### src/rtl/wb_spi_master.sv
// Wishbone-attached 8-bit full-duplex SPI master with CPOL/CPHA/bit-order control.
// One transfer = 16 sclk edges plus one half-period of chip-select hold.
module wb_spi_master #(
  parameter int DIV_W = 8
) (
  input  logic        clk_i,
  input  logic        rst_ni,
  input  logic [31:0] s_wb_dat_i,
  input  logic [8:0]  s_wb_adr_i,
  input  logic [3:0]  s_wb_sel_i,
  input  logic        s_wb_we_i,
  input  logic        s_wb_cyc_i,
  input  logic        s_wb_stb_i,
  output logic [31:0] s_wb_dat_o,
  output logic        s_wb_ack_o,
  output logic        spi_sclk_o,
  output logic        spi_mosi_o,
  output logic        spi_csn_o,
  input  logic        spi_miso_i,
  output logic        irq_o
);

  typedef enum logic [1:0] {IDLE, XFER, HOLD} state_t;
  state_t state, state_next;

  logic             en, cpol, cpha, lsb_first;
  logic [DIV_W-1:0] div, cnt;
  logic [7:0]       tx_data, rx_shift, rx_data, rx_next, rx_capture;
  logic [4:0]       edge_cnt, next_edge;
  logic             rx_valid, err, busy, csn, sclk, mosi, ack;
  logic [31:0]      dat_o, rdata;
  logic [2:0]       reg_sel;
  logic             req, wr, rd, tx_wr, cfg_wr, start, err_set, err_clr, rx_rd, rx_load;
  logic             tick, last_edge, sample_now, shift_now;
  logic             unused_bits;

  function automatic logic pick_bit(input logic [7:0] b, input logic [2:0] i, input logic lsb);
    return lsb ? b[i] : b[3'd7 - i];
  endfunction

  // The ack cycle still carries stb, so it must not count as a new request.
  assign req     = s_wb_stb_i & s_wb_cyc_i & ~ack;
  assign reg_sel = s_wb_adr_i[2:0];
  assign wr      = req & s_wb_we_i & s_wb_sel_i[0];
  assign rd      = req & ~s_wb_we_i;
  assign tx_wr   = wr & (reg_sel == 3'd2);
  assign cfg_wr  = wr & ((reg_sel == 3'd0) | (reg_sel == 3'd1));
  assign start   = tx_wr & en & ~busy;
  assign err_set = (tx_wr | cfg_wr) & busy;
  assign err_clr = wr & (reg_sel == 3'd4) & s_wb_dat_i[2];
  assign rx_rd   = rd & (reg_sel == 3'd3);

  assign tick       = (cnt == '0);
  assign next_edge  = edge_cnt + 5'd1;
  assign last_edge  = (next_edge == 5'd16);
  assign sample_now = next_edge[0] ^ cpha;
  assign shift_now  = ~sample_now & ~last_edge;
  assign rx_next    = lsb_first ? {spi_miso_i, rx_shift[7:1]} : {rx_shift[6:0], spi_miso_i};
  assign rx_capture = sample_now ? rx_next : rx_shift;

  assign unused_bits = &{1'b0, s_wb_sel_i[3:1], s_wb_adr_i[8:3], s_wb_dat_i[31:8]};

  always_ff @(posedge clk_i or negedge rst_ni) begin
    if (!rst_ni) state <= IDLE;
    else         state <= state_next;
  end

  always_comb begin
    state_next = state;
    case (state)
      IDLE:    if (start) state_next = XFER;
      XFER:    if (tick && last_edge) state_next = HOLD;
      HOLD:    if (tick) state_next = IDLE;
      default: state_next = IDLE;
    endcase
  end

  always_comb begin
    busy    = (state != IDLE);
    csn     = (state == IDLE);
    rx_load = (state == XFER) && tick && last_edge;
  end

  always_comb begin
    rdata = '0;
    case (reg_sel)
      3'd0:    rdata[3:0] = {lsb_first, cpha, cpol, en};
      3'd1:    rdata[DIV_W-1:0] = div;
      3'd3:    rdata[7:0] = rx_data;
      3'd4:    rdata[2:0] = {err, rx_valid, busy};
      default: rdata = '0;
    endcase
  end

  always_ff @(posedge clk_i or negedge rst_ni) begin
    if (!rst_ni) begin
      ack <= 1'b0;
      dat_o <= '0;
      {lsb_first, cpha, cpol, en} <= '0;
      div <= '0;
      err <= 1'b0;
      rx_valid <= 1'b0;
    end else begin
      ack   <= req;
      dat_o <= rd ? rdata : '0;
      if (wr && reg_sel == 3'd0 && !busy) {lsb_first, cpha, cpol, en} <= s_wb_dat_i[3:0];
      if (wr && reg_sel == 3'd1 && !busy) div <= s_wb_dat_i[DIV_W-1:0];
      if (err_set)      err <= 1'b1;
      else if (err_clr) err <= 1'b0;
      if (rx_load)    rx_valid <= 1'b1;
      else if (rx_rd) rx_valid <= 1'b0;
    end
  end

  always_ff @(posedge clk_i or negedge rst_ni) begin
    if (!rst_ni) begin
      cnt      <= '0;
      edge_cnt <= '0;
      tx_data  <= '0;
      rx_shift <= '0;
      rx_data  <= '0;
      sclk     <= 1'b0;
      mosi     <= 1'b0;
    end else begin
      case (state)
        IDLE: begin
          sclk <= cpol;
          if (start) begin
            cnt      <= div;
            edge_cnt <= '0;
            tx_data  <= s_wb_dat_i[7:0];
            rx_shift <= '0;
            if (!cpha) mosi <= pick_bit(s_wb_dat_i[7:0], 3'd0, lsb_first);
          end
        end
        XFER: begin
          if (tick) begin
            cnt      <= div;
            sclk     <= ~sclk;
            edge_cnt <= next_edge;
            rx_shift <= rx_capture;
            // Bit index of the edge about to occur is edge/2 for both phases.
            if (shift_now) mosi <= pick_bit(tx_data, next_edge[3:1], lsb_first);
            if (last_edge) rx_data <= rx_capture;
          end else begin
            cnt <= cnt - DIV_W'(1);
          end
        end
        HOLD: if (!tick) cnt <= cnt - DIV_W'(1);
        default: ;
      endcase
    end
  end

  assign s_wb_ack_o = ack;
  assign s_wb_dat_o = dat_o;
  assign spi_sclk_o = sclk;
  assign spi_mosi_o = mosi;
  assign spi_csn_o  = csn;
  assign irq_o      = rx_valid;

endmodule
### config.mk
export PLATFORM = sky130hd
export DESIGN_NAME = wb_spi_master
export DESIGN_NICKNAME = d
export VERILOG_FILES = /design/src/rtl/wb_spi_master.sv
export SDC_FILE = /design/constraint.sdc
export NUM_CORES = 1
export LEC_CHECK = 0
export ABC_AREA = 1
export ABC_CLOCK_PERIOD_IN_PS = 2350
export CORE_MARGIN = 5
export CORE_UTILIZATION = 37
export DETAILED_ROUTE_END_ITERATION = 10
export SLEW_MARGIN = 10
export SYNTH_ARGS = -nofsm -noshare
export SYNTH_HDL_FRONTEND = slang
export SYNTH_SLANG_ARGS = --single-unit
### constraint.sdc
create_clock -name clk_i -period 2.35 [get_ports clk_i]
set_input_delay 0.47 -clock clk_i [delete_from_list [all_inputs] [get_ports clk_i]]
set_output_delay 0.47 -clock clk_i [all_outputs]
set_load 0.02 [all_outputs]
# [Yosys cells after proc, flatten, opt, wreduce, memory -nomap -nowiden]
# Cells that the tools add are included.
[word_totals] regBits=64 latchBits=0 mem_bits_rw=0 mem_bits_ro=0 in_bits=51 output_inout_bits=37 elab_cells=119 n_memories=0
[classes] add_sub_neg=3 multipliers=0 div=0 magnitude_cmp=2 n_eq_ne=14 shift=0 n_mux=37 n_bitwise=23 n_reduce_logical=23
[ops] op="two-way mux 8 bit" count=8
[ops] op="one-hot mux 8 bit (3 select lines)" count=1
[ops] op="one-hot mux 8 bit (2 select lines)" count=1
[ops] op="bitwise AND 1 bit" count=14
[ops] op="two-way mux 1 bit" count=13
[ops] op="inequality test 2 bit (second input constant)" count=6
[ops] op="one-hot mux 3 bit (4 select lines)" count=1
[ops] op="AND reduction 3 bit" count=4
[ops] op="two-way mux 5 bit" count=2
[ops] op="one-hot mux 5 bit (2 select lines)" count=1
[ops] op="logical NOT 8 bit" count=1
[ops] op="< comparator 3 x 4 -> 1 bit (second input constant)" count=2
[ops] op="one-hot mux 4 bit (2 select lines)" count=1
[ops] op="nonzero test 2 bit" count=4
[ops] op="subtractor 8 x 1 -> 8 bit (second input constant)" count=1
[ops] op="logical AND 1 bit" count=7
[ops] op="binary-select mux 1 bit (select 3 bit)" count=2
[ops] op="== test 3 x 2 -> 1 bit (second input constant)" count=2
[ops] op="two-way mux 2 bit" count=3
[ops] op="inverter 1 bit" count=6
[ops] op="one-hot mux 2 bit (3 select lines)" count=1
[ops] op="adder 5 x 1 -> 5 bit (second input constant)" count=1
[ops] op="== test 5 bit (second input constant)" count=1
[ops] op="AND reduction 5 bit" count=1
[ops] op="other kinds (15)" count=18

# [Longest topological paths before layout]
# Gate-level depths: netlist (run 1).
[depth] depth_word=9 depth_mapped=12 mapped_depth_nobuf=11

# [Worst setup path before layout (run 1)]
# Ideal clock, no wire load.
[synth_timing] path_kind="register -> register" from="register edge_cnt[0]" to="register rx_data[7]" setup_time_ps=129 t_arrival_ps=1596 required_ps=2221 path_slack_ps=625 stages_incl_launch_ff=11 path_buffers=1 synth_period_minus_slack_ps=1725 path_cell_list="dfrtp_1 ha_1 inv_1 nand2_1 nand2_2 nor2_2 nand3_2 or2_1 buf_6 nor2_8 o22ai_1"
[synth_via] elab_chain_len=3 word_cells_on_any_way=5 cone_classes="add/sub (1); eq/ne (1); mux (1); bitwise (1); reduce/logical (1)"
[synth_rtl] element="start: declaration" line="29" rtl="logic [4:0] edge_cnt, next_edge;"
[synth_rtl] element="start signal: assignment" line="140" rtl="edge_cnt <= next_edge;"
[synth_rtl] element="adder 5 x 1 -> 5 bit (*)" line="54" rtl="assign next_edge = edge_cnt + 5'd1;"
[synth_rtl] element="== test 5 bit / bitwise XOR 1 bit (equally long branches)" line="55, 56"
[synth_rtl] element="AND reduction 3 bit (no line) / two-way mux 8 bit (equally long branches)"
[synth_rtl] element="end signal: assignment" line="144" rtl="if (last_edge) rx_data <= rx_capture;"
[synth_rtl] element="end: declaration" line="28" rtl="logic [7:0] tx_data, rx_shift, rx_data, rx_next, rx_capture;"
# Every way passes the cells marked *; elsewhere a longest branch is shown, timed or not.
# A chain may end at the register's enable or synchronous reset.

# [Worst setup path after layout (run 1)]
# Same ends and word-level chain as after synthesis.

==> results.py, run 1 <==
metrics = {
    "floorplan": {
        "dieArea_um2": 11800,
        "die_w_um": 109,
        "die-height_um": 109,
        "initial_core_util_pct": 37.3,
        "num_rows": 36,
        "io_pins": 88,
        "coreArea_um2": 9640,
    },
    "timing": {
        "fin_ws_ns": 0.243,
        "finalMaxSlewViolations": 0,
        "hold_violations": 0,
        "max_freq_mhz": 475,
        "min_period_ns": 2.11,
        "setup_viol": 0,
        "post-route-period-util_pct": 89.7,
        "grt_setup_unrepaired": "false",
        "fin_setup_tns_ns": 0,
        "fin_skew_ns": 0.0126,
    },
    "cells_and_area": {
        "final_nets": 544,
        "drive_gt1_share_pct": 9.02,
        "diodes": 0,
        "area_delta_synth_final_pct": 14.7,
        "fin_util_pct": 42.7,
        "num-fill-cells": 1000,
        "final_cells": 621,
    },
    "critical_path": {
        "criticalPathCategory": "reg2reg",
        "worst_ep_required_time_ns": 2.56,
        "cp.arrival_ns": 2.31,
        "cp-end-kind": "flop",
        "cp_max_fo": 10,
        "startpoint_type": "flop",
    },
    "detailed_routing": {
        "vias_per_cell": 4.90,
        "routed_wl_um": 8420,
        "drt_first_pass_iters": 4,
        "wl_per_cell_um": 13.6,
        "drc_errors": 0,
        "postRouteAntennaNets": 0,
        "vias": 3040,
        "drt-initial-drc-count": 207,
    },
    "grt": {
        "grt_pass1_vias": 2849,
        "grt.total_usage_pct": 15.0,
        "grt_overflow": 0,
        "grt_max_degree": 65,
        "grt_pass1_wl_um": 13800,
        "antenna_found_initial": 0,
    },
    "clocking": {
        "cts_tree": "yes",
        "clkSlewWorstSetupHoldPaths_ns": 0.06,
        "clock_path_buffers": 2,
        "htree_levels": 3,
        "cts_root_buffer": "clkbuf_8",
        "cts_inserted_buffers": 9,
        "clk-insertion-delay-late_ns": 0.34,
        "clock_sinks": 64,
        "cts_hold_buffers": 0,
    },
    "outcome": {
        "status": "finished, final reports clean",
    },
    "logic_synthesis": {
        "ys_types": 36,
        "yosys_register_bits": 64,
        "async_reset_ff_share_pct": 100,
        "yosysWarnings": 0,
        "synth_flop_cell": "dfrtp_1",
        "synthCells": 450,
        "synth_edf_count": 0,
        "syn_area_um2": 3590,
        "yosysSeqAreaShare_pct": 44.6,
        "avgSynthCellArea_um2": 7.98,
    },
    "min_path": {
        "hold_class": "in2async",
    },
    "place": {
        "place.gp.congestion": 0.815,
        "dp_hpwl_um": 6310,
        "dp_cells": 608,
        "port_buffers": 30,
        "post-place-ws_ns": 0.187,
    },
    "pwr": {
        "p_leak_nw": 1.95,
        "power_density_nw_per_um2": 963,
        "peakVddDrop_v": 0.000355,
    },
    "run": {
        "drv_cap": 0,
    },
}
critical path, stage by stage (launching register included):
cell and delay [ns]:
dfrtp_1 0.50, ha_1 0.31, inv_1 0.08, nand2_1 0.07
nand2_2 0.09, nor2_2 0.10, nand3_2 0.12, or2_2 0.43
nor2_8 0.18, o22ai_1 0.09
cell type report:
class                           count  area [um2]  area share (%)
Tap cell                          133         166            4.04
Inverter                           48         180            4.37
Timing Repair Buffer               38         368            8.93
Multi-Input combinational cell    325        1640            39.9
Clock inverter                      1        5.00           0.122
Sequential cell                    64        1600            38.9
Clock buffer                       12         155            3.77
sequential cells by signal (all words and copies together) (netlist names), 2 cells and up:
signal and cells:
cnt 8, div 8, rx_data 8, rx_shift 8, s_wb_dat_o 8, tx_data 8, edge_cnt 5, state 2
cell usage after synthesis (2+ instances only):
cell | count | share of area, %
o21ai_1 | 31 | 4.3
nand3_1 | 33 | 4.6
inv_1 | 41 | 4.3
nand2_4 | 4 | 1.3
nor2_1 | 15 | 1.6
nand3_2 | 2 | 0.56
nand2_1 | 134 | 14
clkbuf_1 | 5 | 0.52
buf_6 | 3 | 0.94
buf_4 | 24 | 5.0
o211ai_1 | 9 | 1.9
a221oi_1 | 4 | 0.98
dfrtp_1 | 64 | 45
buf_2 | 4 | 0.56
ha_1 | 7 | 2.4
o22ai_1 | 19 | 3.3
nor3_2 | 2 | 0.56
a21oi_1 | 4 | 0.56
xnor2_1 | 3 | 0.73
nand2_2 | 3 | 0.52
nand4_1 | 6 | 1.0
inv_2 | 6 | 0.63
xor2_1 | 2 | 0.49
o21ai_0 | 13 | 1.8
routing by layer:
layer / track usage, % / wire length [um] / vias to the layer above
met2: 21.7 / 3710 / 95
met4: 5.32 / 125 / 0
met5: 0 / 0 / -
met3: 3.76 / 570 / 10
met1: 21.8 / 4010 / 1427
li1: - / - / 1508
cells by family after synthesis:
logic type,after synthesis,share of synthesized area (%)
AOI/OAI and AO/OA,81,13.0
and+or+nand+nor,208,26.6
xor gates and xnor gates,5,1.22
other,1,0.104
DFF,64,44.6
buffers and inverters,84,12.1
adders and majority gates,7,2.44
timing repair:
action,in CTS,in global routing
hold endpoints to repair,0,0
endpoints found under the setup margin,0,1
gates resized for setup,0,1
setup buffers,0,0
report_power, final:
group,leakage (nW),internal [mW],switching (mW)
Clock,0.0842,0.422,0.401
Sequential,0.857,1.27,0.171
Combinational,1.01,0.580,1.12
stage by stage:
step	power [mW]	hold slack, ns	instance area (um2)
floorplan	2.74	0.174	3680
global placement	3.12	0.494	3960
detailed placement	3.16	0.507	3960
CTS	3.98	0.151	4120
global route	4.27	0.174	4120
finish	3.97	0.136	4120
placed cells by master, fill, tap and decap left out, types with 3 or more instances in the layout:
cell type | netlist | routed
nand2_1 | 134 | 134
dfrtp_1 | 64 | 64
inv_1 | 41 | 41
nand3_1 | 33 | 33
o21ai_1 | 31 | 31
clkdlybuf4s50_1 | 0 | 29
conb_1 | 1 | 24
o22ai_1 | 19 | 19
nor2_1 | 15 | 15
o21ai_0 | 13 | 13
clkbuf_8 | 0 | 11
o211ai_1 | 9 | 9
ha_1 | 7 | 7
buf_4 | 24 | 7
inv_2 | 6 | 6
nand4_1 | 6 | 6
a221oi_1 | 4 | 4
nand2_4 | 4 | 4
a21oi_1 | 4 | 4
nand2_2 | 3 | 3
xnor2_1 | 3 | 3
path summary, 6_finish.rpt:
check                             from           to  slack (ns)  cells after the start
max                        edge_cnt[0]   rx_data[7]        0.24                      9
max reg2reg                edge_cnt[0]   rx_data[7]        0.24                      9
min in group clk_i          tx_data[0]   tx_data[0]        0.52                      2
max in group asynchronous       rst_ni   tx_data[3]        1.93                      2
min reg2reg                 tx_data[0]   tx_data[0]        0.52                      2
min                             rst_ni  rx_shift[4]        0.14                      2
(Power assumes the default switching activity.)
==> inputs of run 2 (changes only) <==
- CORE_MARGIN: 5 -> 2
==> run 2 against run 1 <==
  * Combinational power shrank 2%
  * Maximum frequency down 1.1%
  * First-iteration DRC count is 25% lower
  * Register-to-register slack worse by 0.02 ns
  * Die area shrank 11%
  * Critical path type unchanged
  * Largest cell class unchanged
==> results.py, run 2 (same netlist as run 1, synthesis figures left out) <==
metrics = {
    "floorplan": {
        "dieArea_um2": 10500,
        "coreArea_um2": 9330,
        "initial_core_util_pct": 38.5,
        "die_w_um": 103,
        "io_pins": 88,
        "num_rows": 35,
        "die-height_um": 103,
    },
    "clocking": {
        "cts_root_buffer": "clkbuf_8",
        "cts_inserted_buffers": 9,
        "clk-insertion-delay-late_ns": 0.34,
        "htree_levels": 3,
        "clkSlewWorstSetupHoldPaths_ns": 0.08,
        "postCtsSetupBuffers": 0,
        "post_cts_resized": 0,
        "cts_hold_buffers": 0,
        "cts_tree": "yes",
        "clock_sinks": 64,
        "clock_path_buffers": 2,
    },
    "place": {
        "place.gp.congestion": 0.877,
        "port_buffers": 30,
        "dp_hpwl_um": 6020,
    },
    "timing": {
        "hold_violations": 0,
        "setup_viol": 0,
        "max-slew-margin-rel_pct": 62.5,
        "max_freq_mhz": 469,
        "grt_setup_unrepaired": "false",
        "fin_setup_tns_ns": 0,
        "hold_ws_ns": 0.121,
        "min_period_ns": 2.13,
        "post-route-period-util_pct": 90.7,
        "finalMaxSlewViolations": 0,
        "worst_pin_slew_ns": 0.562,
        "fin_skew_ns": 0.00679,
    },
    "critical_path": {
        "critical_path.top_delay_family": "simple AND/OR/NAND/NOR gates",
        "cp_slowest_stage_delay_ns": 0.49,
        "path_cells": "ha_1, inv_1, nand2_1, nand2_2, nor2_2, nand3_2, or2_1, nor2_8, o22ai_1",
        "worst_ep_required_time_ns": 2.55,
        "cp.arrival_ns": 2.33,
        "startpoint_type": "flop",
        "criticalPathCategory": "reg2reg",
        "crit_slowest_cell": "dfrtp_1",
        "cp-end-kind": "flop",
        "critPathBufInv": 1,
        "cp_max_fo": 10,
    },
    "pwr": {
        "peakVddDrop_v": 0.000396,
        "combPwrFrac_pct": 38.6,
        "cell_internal_pwr_mw": 2.57,
        "p_clk_share_pct": 28.0,
        "p_seq_share_pct": 33.4,
        "p_leak_nw": 1.99,
        "swShare_pct": 40.2,
        "p_sw_mw": 1.73,
        "power_density_nw_per_um2": 1020,
    },
    "grt": {
        "grt_pass1_wl_um": 13700,
        "grt_overflow": 0,
        "grt_max_degree": 65,
        "grt.total_usage_pct": 16.9,
        "antenna_found_initial": 0,
        "grt_pass1_vias": 2810,
    },
    "min_path": {
        "hold_class": "in2async",
    },
    "cells_and_area": {
        "final_nets": 544,
        "seqCellArea_um2": 1600,
        "diodes": 0,
        "drive_gt1_share_pct": 9.57,
        "num-fill-cells": 909,
        "final_common_cell": "nand2_1",
        "multi_input_area_um2": 1640,
        "area_delta_synth_final_pct": 17.1,
        "final_cell_mix": "nand2_1, dfrtp_1, inv_1",
    },
    "detailed_routing": {
        "wl_per_cell_um": 13.1,
        "drt_first_pass_iters": 5,
        "drc_errors": 0,
        "routed_wl_um": 8130,
        "vias": 2970,
        "drt-initial-drc-count": 156,
        "vias_per_cell": 4.79,
        "postRouteAntennaNets": 0,
    },
    "run": {
        "drv_cap": 0,
    },
    "outcome": {
        "status": "finished, final reports clean",
    },
}
[run 2: changes by cell type in the layout (fill, tap and decap cells not counted)]
cell	previous run	this run
bufinv_16	0	3
clkbuf_8	11	10
inv_6	0	1
clkinv_4	0	1
clkbuf_1	1	0
clkinv_2	1	0
or2_2	2	1
or2_1	0	1
clkinvlp_4	0	1
[run 2: layout make-up]
type,count,share of cell area [%]
inverters,48,4.28
clock buffers,10,3.27
multi-input cells,325,39.1
repair buffers,38,8.74
well taps,129,3.84
flip-flops and latches,64,38.1
clock inverters,6,2.74
[run 2: path summary, 6_finish.rpt]
path                            slack (ns)  cells after the start       endpoint         from
max in group asynchronous             1.94                      2  s_wb_dat_o[1]       rst_ni
worst max register to register        0.22                      9     rx_data[4]  edge_cnt[0]
worst max-delay path                  0.22                      9     rx_data[4]  edge_cnt[0]
worst min register to register        0.52                      2     tx_data[2]   tx_data[2]
min in group clk_i                    0.52                      2     tx_data[2]   tx_data[2]
worst min-delay path                  0.12                      2    rx_shift[0]       rst_ni
[run 2: power groups by stage]
| stage | combinational, mW | clock, mW | sequential [mW] |
|---|---|---|---|
| after floorplan | 1.30 | 0 | 1.43 |
| after global placement | 1.64 | 0 | 1.45 |
| after detailed placement | 1.67 | 0 | 1.46 |
| after CTS | 1.67 | 1.23 | 1.44 |
| after global routing | 1.89 | 1.27 | 1.46 |
| final | 1.66 | 1.21 | 1.44 |
[run 2: through the flow]
step	util [%]	instances	setup slack [ns]	instance area, um2	total power, mW
4_1_cts	45.1	620	0.228	4210	4.34
5_1_grt	45.1	620	0.0712	4210	4.62
2_1_floorplan	-	473	0.625	3680	2.74
6_report	45.1	620	0.220	4210	4.31
3_5_place_dp	42.4	604	0.194	3950	3.13
3_3_place_gp	42.4	604	0.228	3950	3.09
[run 2: layer usage]
layer	track usage [%]	wire, um	up-vias
met5	0	0	-
met4	6.15	140	0
met2	24.4	3550	91
met1	24.4	3960	1363
li1	-	-	1504
met3	4.34	481	12
==> inputs of run 3 (changes only) <==
- CORE_ASPECT_RATIO: not set -> 1.5
- REMOVE_ABC_BUFFERS: not set -> 1
==> run 3 against run 2 <==
  * Sequential cell count unchanged
  * Sequential share of layout area shrank 0.70 points
  * Global-route usage about the same
  * First-iteration DRC count decreased by 7.1%
  * Maximum frequency up 2.4%
  * Routed wire length grew 2.5%
  * Worst setup slack better by 0.049 ns
  * Total power is 7.9% higher
  * Clock power up 22%
  * Register-to-register slack better by 0.05 ns
  * Highest routed layer unchanged
==> results.py, run 3 (same netlist as run 1, synthesis figures left out) <==
metrics = {
    "outcome": {
        "status": "finished, final reports clean",
    },
    "critical_path": {
        "crit_slowest_cell": "clkdlybuf4s50_1",
        "critical_path.top_delay_family": "buffers and inverters",
        "startpoint_type": "flop",
        "critPathBufInv": 2,
        "worst_ep_required_time_ns": 1.88,
        "r2r-end": "rx_data[7]",
        "cp-end-kind": "primary output",
        "criticalPathCategory": "reg2out",
        "path_cells": "inv_1, ha_1, clkdlybuf4s50_1",
        "r2r_slack_ns": 0.27,
        "cp_max_fo": 3,
        "cp.arrival_ns": 1.61,
        "reg2reg_from": "edge_cnt[1]",
        "cp_slowest_stage_delay_ns": 0.61,
        "reg2reg_depth": 9,
    },
    "timing": {
        "post-route-period-util_pct": 88.6,
        "worst_pin_slew_ns": 0.529,
        "fin_ws_ns": 0.269,
        "setup_viol": 0,
        "hold_ws_ns": 0.146,
        "min_period_ns": 2.08,
        "hold_violations": 0,
        "grt_setup_unrepaired": "false",
        "finalMaxSlewViolations": 0,
        "fin_setup_tns_ns": 0,
        "max_freq_mhz": 480,
        "fin_skew_ns": 0.00512,
        "max-slew-margin-rel_pct": 64.7,
    },
    "pwr": {
        "power_mw": 4.65,
        "p_leak_nw": 2.04,
        "p_clk_share_pct": 31.8,
        "p_sw_mw": 1.77,
        "power_density_nw_per_um2": 1080,
        "combPwrFrac_pct": 37.2,
        "p_seq_share_pct": 30.9,
        "cell_internal_pwr_mw": 2.88,
        "peakVddDrop_v": 0.000530,
        "swShare_pct": 38.1,
    },
    "floorplan": {
        "initial_core_util_pct": 37.5,
        "num_rows": 44,
        "die_w_um": 84.4,
        "coreArea_um2": 9580,
        "io_pins": 88,
        "die-height_um": 125,
        "dieArea_um2": 10500,
    },
    "cells_and_area": {
        "diodes": 0,
        "final_nets": 546,
        "drive_gt1_share_pct": 9.53,
        "area_delta_synth_final_pct": 19.3,
        "fin_area_um2": 4290,
        "final_cell_mix": "nand2_1, dfrtp_1, inv_1",
        "num-fill-cells": 999,
        "final_common_cell": "nand2_1",
    },
    "detailed_routing": {
        "vias": 3040,
        "routed_wl_um": 8340,
        "wl_per_cell_um": 13.7,
        "vias_per_cell": 5.00,
        "top_layer_used": "met4",
        "dr_wl_met3_um": 299,
        "postRouteAntennaNets": 0,
        "drt-initial-drc-count": 145,
        "met2_length_um": 4430,
        "m1WireLength_um": 3390,
        "drc_errors": 0,
        "drt_first_pass_iters": 4,
    },
    "grt": {
        "grt_pass1_wl_um": 14000,
        "grt.total_usage_pct": 16.9,
        "grt_overflow": 0,
        "antenna_found_initial": 0,
        "grt_max_degree": 65,
        "grt_pass1_vias": 2904,
    },
    "clocking": {
        "post_cts_resized": 0,
        "clock_sinks": 64,
        "clock_path_buffers": 2,
        "clkSlewWorstSetupHoldPaths_ns": 0.06,
        "cts_hold_buffers": 0,
        "htree_levels": 3,
        "cts_inserted_buffers": 9,
        "cts_root_buffer": "clkbuf_16",
        "cts_tree": "yes",
        "clk-insertion-delay-late_ns": 0.33,
        "postCtsSetupBuffers": 0,
    },
    "place": {
        "post-place-ws_ns": 0.119,
        "postPlaceCellArea_um2": 3950,
        "dp_hpwl_um": 6390,
        "place.gp.congestion": 0.849,
        "port_buffers": 30,
    },
    "run": {
        "drv_cap": 0,
    },
    "min_path": {
        "hold_class": "in2async",
    },
}
-- run 3: power by group through the flow --
stage,Combinational (mW),Clock (mW),Sequential (mW)
floorplan,1.20,0,1.43
global placement,1.70,0,1.45
detailed placement,1.73,0,1.45
CTS,1.74,1.50,1.44
global route,1.96,1.55,1.46
finish,1.73,1.48,1.44
-- run 3: area by class of cell --
class / instances / area [um2] / area share [%]
Clock inverter: 2 / 60.1 / 1.40
Clock buffer: 14 / 274 / 6.39
Timing Repair Buffer: 40 / 383 / 8.93
Inverter: 48 / 180 / 4.20
Multi-Input combinational cell: 325 / 1640 / 38.3
Sequential cell: 64 / 1600 / 37.4
Tap cell: 115 / 144 / 3.36
-- run 3: worst max-delay path by stage --
stage / endpoint / start / cells past startpoint
2_1_floorplan: rx_data[0] / edge_cnt[0] / 9
3_5_place_dp: cnt[6] / s_wb_adr_i[1] / 9
6_report: spi_csn_o / state[0] / 3
5_1_grt: rx_data[0] / edge_cnt[1] / 9
3_3_place_gp: edge_cnt[4] / s_wb_adr_i[1] / 8
4_1_cts: rx_data[6] / edge_cnt[1] / 9
-- run 3: metrics by stage --
stage | std cells | util (%)
detailed placement | 592 | 41.2
CTS | 608 | 44.7
finish | 608 | 44.7
floorplan | 437 | -
global route | 608 | 44.7
global placement | 592 | 41.2
-- run 3: routing by layer --
layer | vias to the layer above | global-route usage, %
li1 | 1512 | -
met1 | 1443 | 18.9
met2 | 73 | 30.7
met3 | 12 | 3.11
met4 | 0 | 7.66
met5 | - | 0
